===== src/rtl/flag_gen_pkg.sv =====
// flag_gen_pkg: shared definitions for the multi-cycle flag producer.
//   - operation encodings presented on the op input
//   - FSM state encoding
//   - condition-code evaluation helpers (EQUAL, LESS, GREATER,
//     GREATER_OR_EQUAL) that consume the z/v/n flags produced by flag_gen
package flag_gen_pkg;

    localparam int OP_W = 2;

    localparam logic [OP_W-1:0] OP_ADD = 2'b00;
    localparam logic [OP_W-1:0] OP_SUB = 2'b01;
    localparam logic [OP_W-1:0] OP_CMP = 2'b10;  // subtract, flags only
    localparam logic [OP_W-1:0] OP_AND = 2'b11;

    typedef enum logic {
        ST_IDLE = 1'b0,
        ST_RUN  = 1'b1
    } state_t;

    // Signed-compare condition codes built from the flag register.
    function automatic logic cc_equal(input logic z);
        return z;
    endfunction

    function automatic logic cc_less(input logic n, input logic v);
        return n ^ v;
    endfunction

    function automatic logic cc_greater(input logic z, input logic n, input logic v);
        return ~z & ~(n ^ v);
    endfunction

    function automatic logic cc_greater_or_equal(input logic n, input logic v);
        return ~(n ^ v);
    endfunction

endpackage


===== src/rtl/flag_gen_if.sv =====
// flag_gen_if: request/result bundle between a requester and flag_gen.
//   master : drives start/op/a/b, observes busy/done/result/flags/strobes
//   slave  : flag_gen side of the same signals
interface flag_gen_if #(
    parameter int WIDTH = 16
);
    import flag_gen_pkg::*;

    logic              start;
    logic [OP_W-1:0]   op;
    logic [WIDTH-1:0]  a;
    logic [WIDTH-1:0]  b;
    logic              busy;
    logic              done;
    logic [WIDTH-1:0]  result;
    logic              z;
    logic              v;
    logic              n;
    logic              flag_we;
    logic              result_we;

    modport master (
        output start, op, a, b,
        input  busy, done, result, z, v, n, flag_we, result_we
    );

    modport slave (
        input  start, op, a, b,
        output busy, done, result, z, v, n, flag_we, result_we
    );

endinterface


===== src/rtl/flag_gen_slice.sv =====
// flag_gen_slice: combinational DIGIT-bit adder / AND slice.
//   a, b            : operand digits
//   carry_in        : carry from the previous (less significant) slice
//   invert_b        : add ~b instead of b (subtract when carry_in starts at 1)
//   and_mode        : produce a & b, carries forced to 0
//   sum             : slice result
//   carry_out       : carry out of the slice MSB
//   carry_into_msb  : carry into the slice MSB (overflow detection)
module flag_gen_slice #(
    parameter int DIGIT = 4
) (
    input  logic [DIGIT-1:0] a,
    input  logic [DIGIT-1:0] b,
    input  logic             carry_in,
    input  logic             invert_b,
    input  logic             and_mode,
    output logic [DIGIT-1:0] sum,
    output logic             carry_out,
    output logic             carry_into_msb
);

    logic [DIGIT-1:0] b_eff_s;
    logic [DIGIT:0]   full_s;
    logic [DIGIT-1:0] low_s;

    // Full slice add plus a separate add of the lower bits to expose the carry into the MSB.
    always_comb begin
        b_eff_s = invert_b ? ~b : b;
        full_s  = {1'b0, a} + {1'b0, b_eff_s} + {{DIGIT{1'b0}}, carry_in};
        low_s   = {1'b0, a[DIGIT-2:0]} + {1'b0, b_eff_s[DIGIT-2:0]}
                + {{(DIGIT-1){1'b0}}, carry_in};
        if (and_mode) begin
            sum            = a & b;
            carry_out      = 1'b0;
            carry_into_msb = 1'b0;
        end else begin
            sum            = full_s[DIGIT-1:0];
            carry_out      = full_s[DIGIT];
            carry_into_msb = low_s[DIGIT-1];
        end
    end

endmodule


===== src/rtl/flag_gen.sv =====
// flag_gen: multi-cycle ALU flag producer.
//   Accepts a, b, op when idle and start is high, then processes one DIGIT-bit
//   slice per cycle, LSB first. After K = WIDTH/DIGIT slices it pulses done,
//   flag_we and (for everything but CMP) result_we for one cycle, and updates
//   the held z/v/n flags and, unless CMP, the held result.
// Ports:
//   clk   : rising-edge clock
//   rst_n : asynchronous active-low reset
//   bus   : flag_gen_if slave modport (start/op/a/b in; busy/done/result/z/v/n/
//           flag_we/result_we out, all registered)
module flag_gen
    import flag_gen_pkg::*;
#(
    parameter int WIDTH = 16,
    parameter int DIGIT = 4
) (
    input  logic        clk,
    input  logic        rst_n,
    flag_gen_if.slave   bus
);

    localparam int K  = WIDTH / DIGIT;
    localparam int CW = (K > 1) ? $clog2(K) : 1;

    state_t            state_q,     state_d;
    logic [CW-1:0]     cnt_q,       cnt_d;
    logic [WIDTH-1:0]  a_sh_q,      a_sh_d;
    logic [WIDTH-1:0]  b_sh_q,      b_sh_d;
    logic [WIDTH-1:0]  tmp_q,       tmp_d;
    logic [OP_W-1:0]   op_q,        op_d;
    logic              carry_q,     carry_d;
    logic              zero_q,      zero_d;
    logic              busy_q,      busy_d;
    logic              done_q,      done_d;
    logic              result_we_q, result_we_d;
    logic [WIDTH-1:0]  result_q,    result_d;
    logic              z_q,         z_d;
    logic              v_q,         v_d;
    logic              n_q,         n_d;

    logic [DIGIT-1:0]  slice_sum_s;
    logic              slice_cout_s;
    logic              slice_cim_s;
    logic              is_sub_s;
    logic              is_and_s;

    assign is_sub_s = (op_q == OP_SUB) || (op_q == OP_CMP);
    assign is_and_s = (op_q == OP_AND);

    flag_gen_slice #(.DIGIT(DIGIT)) u_slice (
        .a              (a_sh_q[DIGIT-1:0]),
        .b              (b_sh_q[DIGIT-1:0]),
        .carry_in       (carry_q),
        .invert_b       (is_sub_s),
        .and_mode       (is_and_s),
        .sum            (slice_sum_s),
        .carry_out      (slice_cout_s),
        .carry_into_msb (slice_cim_s)
    );

    // Next-state logic: accept in IDLE, one slice per RUN cycle, finish on the last slice.
    always_comb begin
        state_d     = state_q;
        cnt_d       = cnt_q;
        a_sh_d      = a_sh_q;
        b_sh_d      = b_sh_q;
        tmp_d       = tmp_q;
        op_d        = op_q;
        carry_d     = carry_q;
        zero_d      = zero_q;
        busy_d      = busy_q;
        done_d      = 1'b0;
        result_we_d = 1'b0;
        result_d    = result_q;
        z_d         = z_q;
        v_d         = v_q;
        n_d         = n_q;

        case (state_q)
            ST_IDLE: begin
                if (bus.start) begin
                    a_sh_d  = bus.a;
                    b_sh_d  = bus.b;
                    op_d    = bus.op;
                    cnt_d   = {CW{1'b0}};
                    // Carry-in of 1 completes the two's-complement of b.
                    carry_d = (bus.op == OP_SUB) || (bus.op == OP_CMP);
                    zero_d  = 1'b1;
                    busy_d  = 1'b1;
                    state_d = ST_RUN;
                end else begin
                    state_d = ST_IDLE;
                end
            end
            ST_RUN: begin
                a_sh_d  = a_sh_q >> DIGIT;
                b_sh_d  = b_sh_q >> DIGIT;
                // Slices enter at the top so the first slice ends up in the LSBs.
                tmp_d   = {slice_sum_s, tmp_q[WIDTH-1:DIGIT]};
                carry_d = slice_cout_s;
                zero_d  = zero_q & (slice_sum_s == {DIGIT{1'b0}});
                cnt_d   = cnt_q + 1'b1;
                if (cnt_q == CW'(K - 1)) begin
                    state_d     = ST_IDLE;
                    cnt_d       = {CW{1'b0}};
                    busy_d      = 1'b0;
                    done_d      = 1'b1;
                    result_we_d = (op_q != OP_CMP);
                    n_d         = slice_sum_s[DIGIT-1];
                    z_d         = zero_d;
                    v_d         = is_and_s ? 1'b0 : (slice_cim_s ^ slice_cout_s);
                    if (op_q != OP_CMP) begin
                        result_d = tmp_d;
                    end else begin
                        result_d = result_q;
                    end
                end else begin
                    state_d = ST_RUN;
                end
            end
            default: begin
                state_d = ST_IDLE;
                busy_d  = 1'b0;
            end
        endcase
    end

    // State and output registers; reset discards any operation in flight.
    always_ff @(posedge clk or negedge rst_n) begin
        if (!rst_n) begin
            state_q     <= ST_IDLE;
            cnt_q       <= {CW{1'b0}};
            a_sh_q      <= {WIDTH{1'b0}};
            b_sh_q      <= {WIDTH{1'b0}};
            tmp_q       <= {WIDTH{1'b0}};
            op_q        <= OP_ADD;
            carry_q     <= 1'b0;
            zero_q      <= 1'b0;
            busy_q      <= 1'b0;
            done_q      <= 1'b0;
            result_we_q <= 1'b0;
            result_q    <= {WIDTH{1'b0}};
            z_q         <= 1'b0;
            v_q         <= 1'b0;
            n_q         <= 1'b0;
        end else begin
            state_q     <= state_d;
            cnt_q       <= cnt_d;
            a_sh_q      <= a_sh_d;
            b_sh_q      <= b_sh_d;
            tmp_q       <= tmp_d;
            op_q        <= op_d;
            carry_q     <= carry_d;
            zero_q      <= zero_d;
            busy_q      <= busy_d;
            done_q      <= done_d;
            result_we_q <= result_we_d;
            result_q    <= result_d;
            z_q         <= z_d;
            v_q         <= v_d;
            n_q         <= n_d;
        end
    end

    assign bus.busy      = busy_q;
    assign bus.done      = done_q;
    assign bus.flag_we   = done_q;
    assign bus.result_we = result_we_q;
    assign bus.result    = result_q;
    assign bus.z         = z_q;
    assign bus.v         = v_q;
    assign bus.n         = n_q;

endmodule


===== src/flat_wrapper.sv =====
// flat-port wrapper written by rule: the top's interface ports become plain ports
module flag_gen_flat import flag_gen_pkg::*;
#(
    parameter int WIDTH = 16,
    parameter int DIGIT = 4
)
  (clk, rst_n, bus_start, bus_op, bus_a, bus_b, bus_busy, bus_done, bus_result, bus_z, bus_v, bus_n, bus_flag_we, bus_result_we);
  flag_gen_if #(.WIDTH(WIDTH)) bus_i ();
  input  logic clk;
  input  logic rst_n;
  input wire logic [$bits(bus_i.start)-1:0] bus_start;
  input wire logic [$bits(bus_i.op)-1:0] bus_op;
  input wire logic [$bits(bus_i.a)-1:0] bus_a;
  input wire logic [$bits(bus_i.b)-1:0] bus_b;
  output wire logic [$bits(bus_i.busy)-1:0] bus_busy;
  output wire logic [$bits(bus_i.done)-1:0] bus_done;
  output wire logic [$bits(bus_i.result)-1:0] bus_result;
  output wire logic [$bits(bus_i.z)-1:0] bus_z;
  output wire logic [$bits(bus_i.v)-1:0] bus_v;
  output wire logic [$bits(bus_i.n)-1:0] bus_n;
  output wire logic [$bits(bus_i.flag_we)-1:0] bus_flag_we;
  output wire logic [$bits(bus_i.result_we)-1:0] bus_result_we;
  assign bus_i.start = bus_start;
  assign bus_i.op = bus_op;
  assign bus_i.a = bus_a;
  assign bus_i.b = bus_b;
  assign bus_busy = bus_i.busy;
  assign bus_done = bus_i.done;
  assign bus_result = bus_i.result;
  assign bus_z = bus_i.z;
  assign bus_v = bus_i.v;
  assign bus_n = bus_i.n;
  assign bus_flag_we = bus_i.flag_we;
  assign bus_result_we = bus_i.result_we;
  flag_gen #(.WIDTH(WIDTH), .DIGIT(DIGIT)) u_core (.clk(clk), .rst_n(rst_n), .bus(bus_i));
endmodule

===== config.mk =====
export PLATFORM = sky130hd
export DESIGN_NAME = flag_gen_flat
export DESIGN_NICKNAME = d
export VERILOG_FILES = /design/src/rtl/flag_gen_pkg.sv /design/src/rtl/flag_gen_if.sv /design/src/rtl/flag_gen_slice.sv /design/src/rtl/flag_gen.sv /design/src/flat_wrapper.sv
export SDC_FILE = /design/constraint.sdc
export NUM_CORES = 1
export LEC_CHECK = 0
export CORE_MARGIN = 5
export CORE_UTILIZATION = 40
export CTS_BUF_LIST = sky130_fd_sc_hd__clkbuf_4
export DETAILED_ROUTE_END_ITERATION = 10
export DONT_BUFFER_PORTS = 1
export MAX_ROUTING_LAYER = met4
export PLACE_DENSITY_LB_ADDON = 0.2
export SYNTH_ARGS = -nofsm -noshare
export SYNTH_HDL_FRONTEND = slang
export SYNTH_SLANG_ARGS = --single-unit

===== constraint.sdc =====
create_clock -name clk -period 2.4 [get_ports clk]
set_input_delay 0.48 -clock clk [delete_from_list [all_inputs] [get_ports clk]]
set_output_delay 0.48 -clock clk [all_outputs]
set_load 0.01 [all_outputs]

==> metrics.md <==
| Metric | Value |
|---|---|
| Routed Antenna Nets | `0` |
| Hold depth | `1` |
| Worst-Margin Slew | `0.506 ns` |
| Routed wire length | `6.31 mm` |
| Startpoint types | `register` |
| Drt wl/cell | `15.0 µm` |
| Mean Syn Cell Area | `10.8 µm²` |
| Crit path DAT | `2.76 ns` |
| Crit Reg-Reg Endpoint | `u_core.bus.z$_DFFE_PN0P_` |
| Total Nets Final | `358` |
| Most frequent cells in the layout | `72 x dfrtp_1, 67 x nand2_1, 32 x mux2i_1` |
| Final WS setup | `0.00702 ns` |
| Clock Path Buffers | `2` |
| Most common cell after layout, fill and taps aside | `dfrtp_1` |
| Post-synthesis mux area share | `13.4%` |
| Share of layout cells above drive strength 1 | `18.0%` |
| Largest net degree at the start of global routing | `74` |
| Slowest stage delay, CP | `0.49 ns` |
| Grt total ovfl | `0` |
| Reg power frac | `39.7%` |
| Top Ports | `60` |
| Drt first pass iters | `4` |
| Leakage | `0.00172 µW` |
| Period Utilization, post-route | `99.7%` |
| Internal power | `3410 µW` |
| GRT Overall Usage | `14.0%` |
| Final setup fails | `0` |
| Sw Share | `40.1%` |
| Worst-path clk slew | `0.13 ns` |
| Worst r2r src | `u_core.op_q[0]$_DFFE_PN0P_` |
| Yosys cell types | `34` |
| CTS Buf Count | `9` |
| Maximum clock frequency | `418 MHz` |
| Worst path slowest cell | `fa_1` |
| Hold Path Sink | `u_core.op_q[0]$_DFFE_PN0P_` |
| Synth top area share | `55.1%` |
| Path type of the worst min-delay path | `primary input to register` |
| Sw Pwr | `2290 µW` |
| Register area share after synthesis | `55.1%` |
| Post-synth top area cell | `dfrtp_1` |
| # diodes | `0` |
| Dpl hpwl | `4.25 mm` |
| Finished Layout Cells | `422` |
| Xor/xnor share of the synthesized area | `1.85%` |
| Setup repair after global routing missed its margin | `yes` |
| Setup Skew | `0.0212 ns` |
| Largest family of logic cells by synthesized area | `multiplexers` |
| Max-Cap Viols | `0` |
| Critical path type | `register to register` |
| Vias per cell | `4.89` |
| Synthesized cell area | `0.00331 mm²` |
| Fin Hold WS | `0.204 ns` |
| Max VDD drop | `0.522 mV` |
| Iter 0 DRT Violations | `102` |
| Worst rel slew slack | `66.3%` |
| Reg2Reg Setup Slack | `0.007 ns` |
| Die H | `101 µm` |
| Area of the core | `0.00813 mm²` |
| Worst setup EP type | `register` |
| First-pass GRT wire length | `10.7 mm` |
| Syn Inst Count | `306` |
| Status | `finished clean` |
| Die area | `0.0102 mm²` |
| H-tree Lvls | `3` |
| Clk pwr share | `11.9%` |
| Worst-Skew Late Latency | `0.42 ns` |
| Row cnt | `33` |
| CP required | `2.76 ns` |
| Initial Util | `40.7%` |
| Placer Congestion | `0.903` |
| Layout area overhead | `10.0%` |
| Compound-gate portion of the synthesized area | `8.72%` |
| CTS sink count | `73` |
| Combinational share of power | `48.3%` |
| Crit path max fanout | `2` |
| Syn nets | `352` |
| Total number of vias | `2,065` |
| PortBufs | `0` |
| Power Dens Cells | `1560 mW/mm²` |
| Initial antenna violation count | `0` |
| Hold_sp | `bus_op[0]` |
| Drt drc | `0` |
| Synth Area in Adders | `3.85%` |
| Cells along the critical path | `inv_2, ha_4, xor2_1, fa_2, fa_1, nor2_1, a31oi_1, and3_1, nand4_1, o21ai_1` |
| CTS tree | `yes` |
| Die width | `101 µm` |
| Hold Vio Cnt, Final | `0` |
| Placed Cells | `401` |
| R2R cell count | `10` |
| Syn. warnings | `0` |
| Vias in the first global route | `2,145` |
| Area contributors post-synth | `dfrtp_1 55%, mux2i_1 10%, nand2_1 7.6%` |
| Register bit count reported by yosys | `73` |
| Synth Area in Simple Gates | `12.6%` |
| Worst slack, placed | `-0.0457 ns` |
| Root buffer cell | `clkbuf_4` |
| Max-slew violations | `0` |
| Tmin final | `2.39 ns` |
per-stage QoR:
stage | total power, µW | setup TNS [ns] | util, % | instance area [µm²]
2_1_floorplan | 4080 | 0 | - | 3330
3_3_place_gp | 4640 | 0 | 42.0 | 3410
3_5_place_dp | 4720 | -0.207 | 42.0 | 3410
4_1_cts | 5550 | -0.0124 | 44.2 | 3590
5_1_grt | 6210 | -0.592 | 44.8 | 3650
6_report | 5700 | 0 | 44.8 | 3650
routing by layer:
metal	wire, µm	GRT usage (%)
met5	0	-
met4	127	6.75
met3	401	4.91
met2	2760	18.9
met1	3020	18.8
cells in the mapped netlist (all sizes together):
cell and number:
a21o 1, a21oi 7, a221oi 1, a22o 1
a31oi 3, and2 1, and3 1, buf 13
clkbuf 5, clkinv 1, dfrtp 73, fa 2
ha 7, inv 8, mux2 10, mux2i 33
nand2 68, nand2b 4, nand3 1, nand4 1
nor2 21, nor2b 2, o21ai 30, o22ai 3
o31ai 1, or2 1, xnor2 5, xor2 2
kinds of logic (layout without fill, tap and decap cells):
logic type	Yosys count	after routing
AND/OR/NAND/NOR	100	100
flip-flops	73	73
AO/OA/AOI/OAI	47	47
multiplexers	43	43
buffers and inverters	27	38
adder cells (fa/ha/maj)	9	9
XOR/XNOR	7	7
worst max path at each step:
| stage | slack, ns | to | from | cells after the start |
|---|---|---|---|---|
| final | 0.007 | u_core.bus.z$_DFFE_PN0P_ | u_core.op_q[0]$_DFFE_PN0P_ | 10 |
| after global routing | -0.15 | u_core.bus.z$_DFFE_PN0P_ | u_core.op_q[0]$_DFFE_PN0P_ | 10 |
| after CTS | -0.01 | u_core.bus.z$_DFFE_PN0P_ | u_core.op_q[0]$_DFFE_PN0P_ | 10 |
| after detailed placement | -0.05 | u_core.tmp_q[15]$_DFFE_PN0P_ | u_core.op_q[0]$_DFFE_PN0P_ | 10 |
| after global placement | 0.03 | u_core.bus.z$_DFFE_PN0P_ | u_core.op_q[0]$_DFFE_PN0P_ | 10 |
| after floorplan | 0.02 | u_core.bus.z$_DFFE_PN0P_ | u_core.op_q[0]$_DFFE_PN0P_ | 10 |
final cells by class:
| type | count | area, µm² |
|---|---|---|
| Timing Repair Buffer | 13 | 120 |
| Tap cell | 105 | 131 |
| Sequential cell | 73 | 1830 |
| Inverter | 9 | 38.8 |
| Clock buffer | 10 | 75.1 |
| Multi-Input combinational cell | 206 | 1410 |
| Clock inverter | 6 | 43.8 |
| Fill cell | 750 | 4490 |
power by group through the flow:
| stage | Sequential (µW) | Clock, µW | Combinational, µW |
|---|---|---|---|
| after floorplan | 2100 | 0 | 1980 |
| after global placement | 2280 | 0 | 2360 |
| after detailed placement | 2290 | 0 | 2430 |
| after CTS | 2270 | 725 | 2550 |
| after global routing | 2350 | 769 | 3080 |
| final | 2260 | 680 | 2750 |
registers in the layout, summed over array words and instances (netlist names), 2 cells and up:
register / count
u_core.bus.result: 16
u_core.b_sh_q: 16
u_core.cnt_q: 2
u_core.tmp_q: 12
u_core.a_sh_q: 16
u_core.op_q: 2
critical path, delay by kind of cell (launching register included):
family,cells,cell delay [ns]
adder cells (fa/ha/maj),3,1.06
flip-flops,1,0.41
AND/OR/NAND/NOR,3,0.32
AO/OA/AOI/OAI,2,0.31
XOR/XNOR,1,0.17
buffers and inverters,1,0.08
repair_timing:
| item | CTS | global route |
|---|---|---|
| gates resized for setup | 2 | 7 |
| endpoints found under the setup margin | 7 | 10 |
| buffers inserted | 2 | 1 |
| endpoints found under the hold margin | 73 | 0 |
| pin swaps | 0 | 1 |
| hold buffers | 2 | 0 |
No activity file was read; power rests on OpenSTA's default activity.
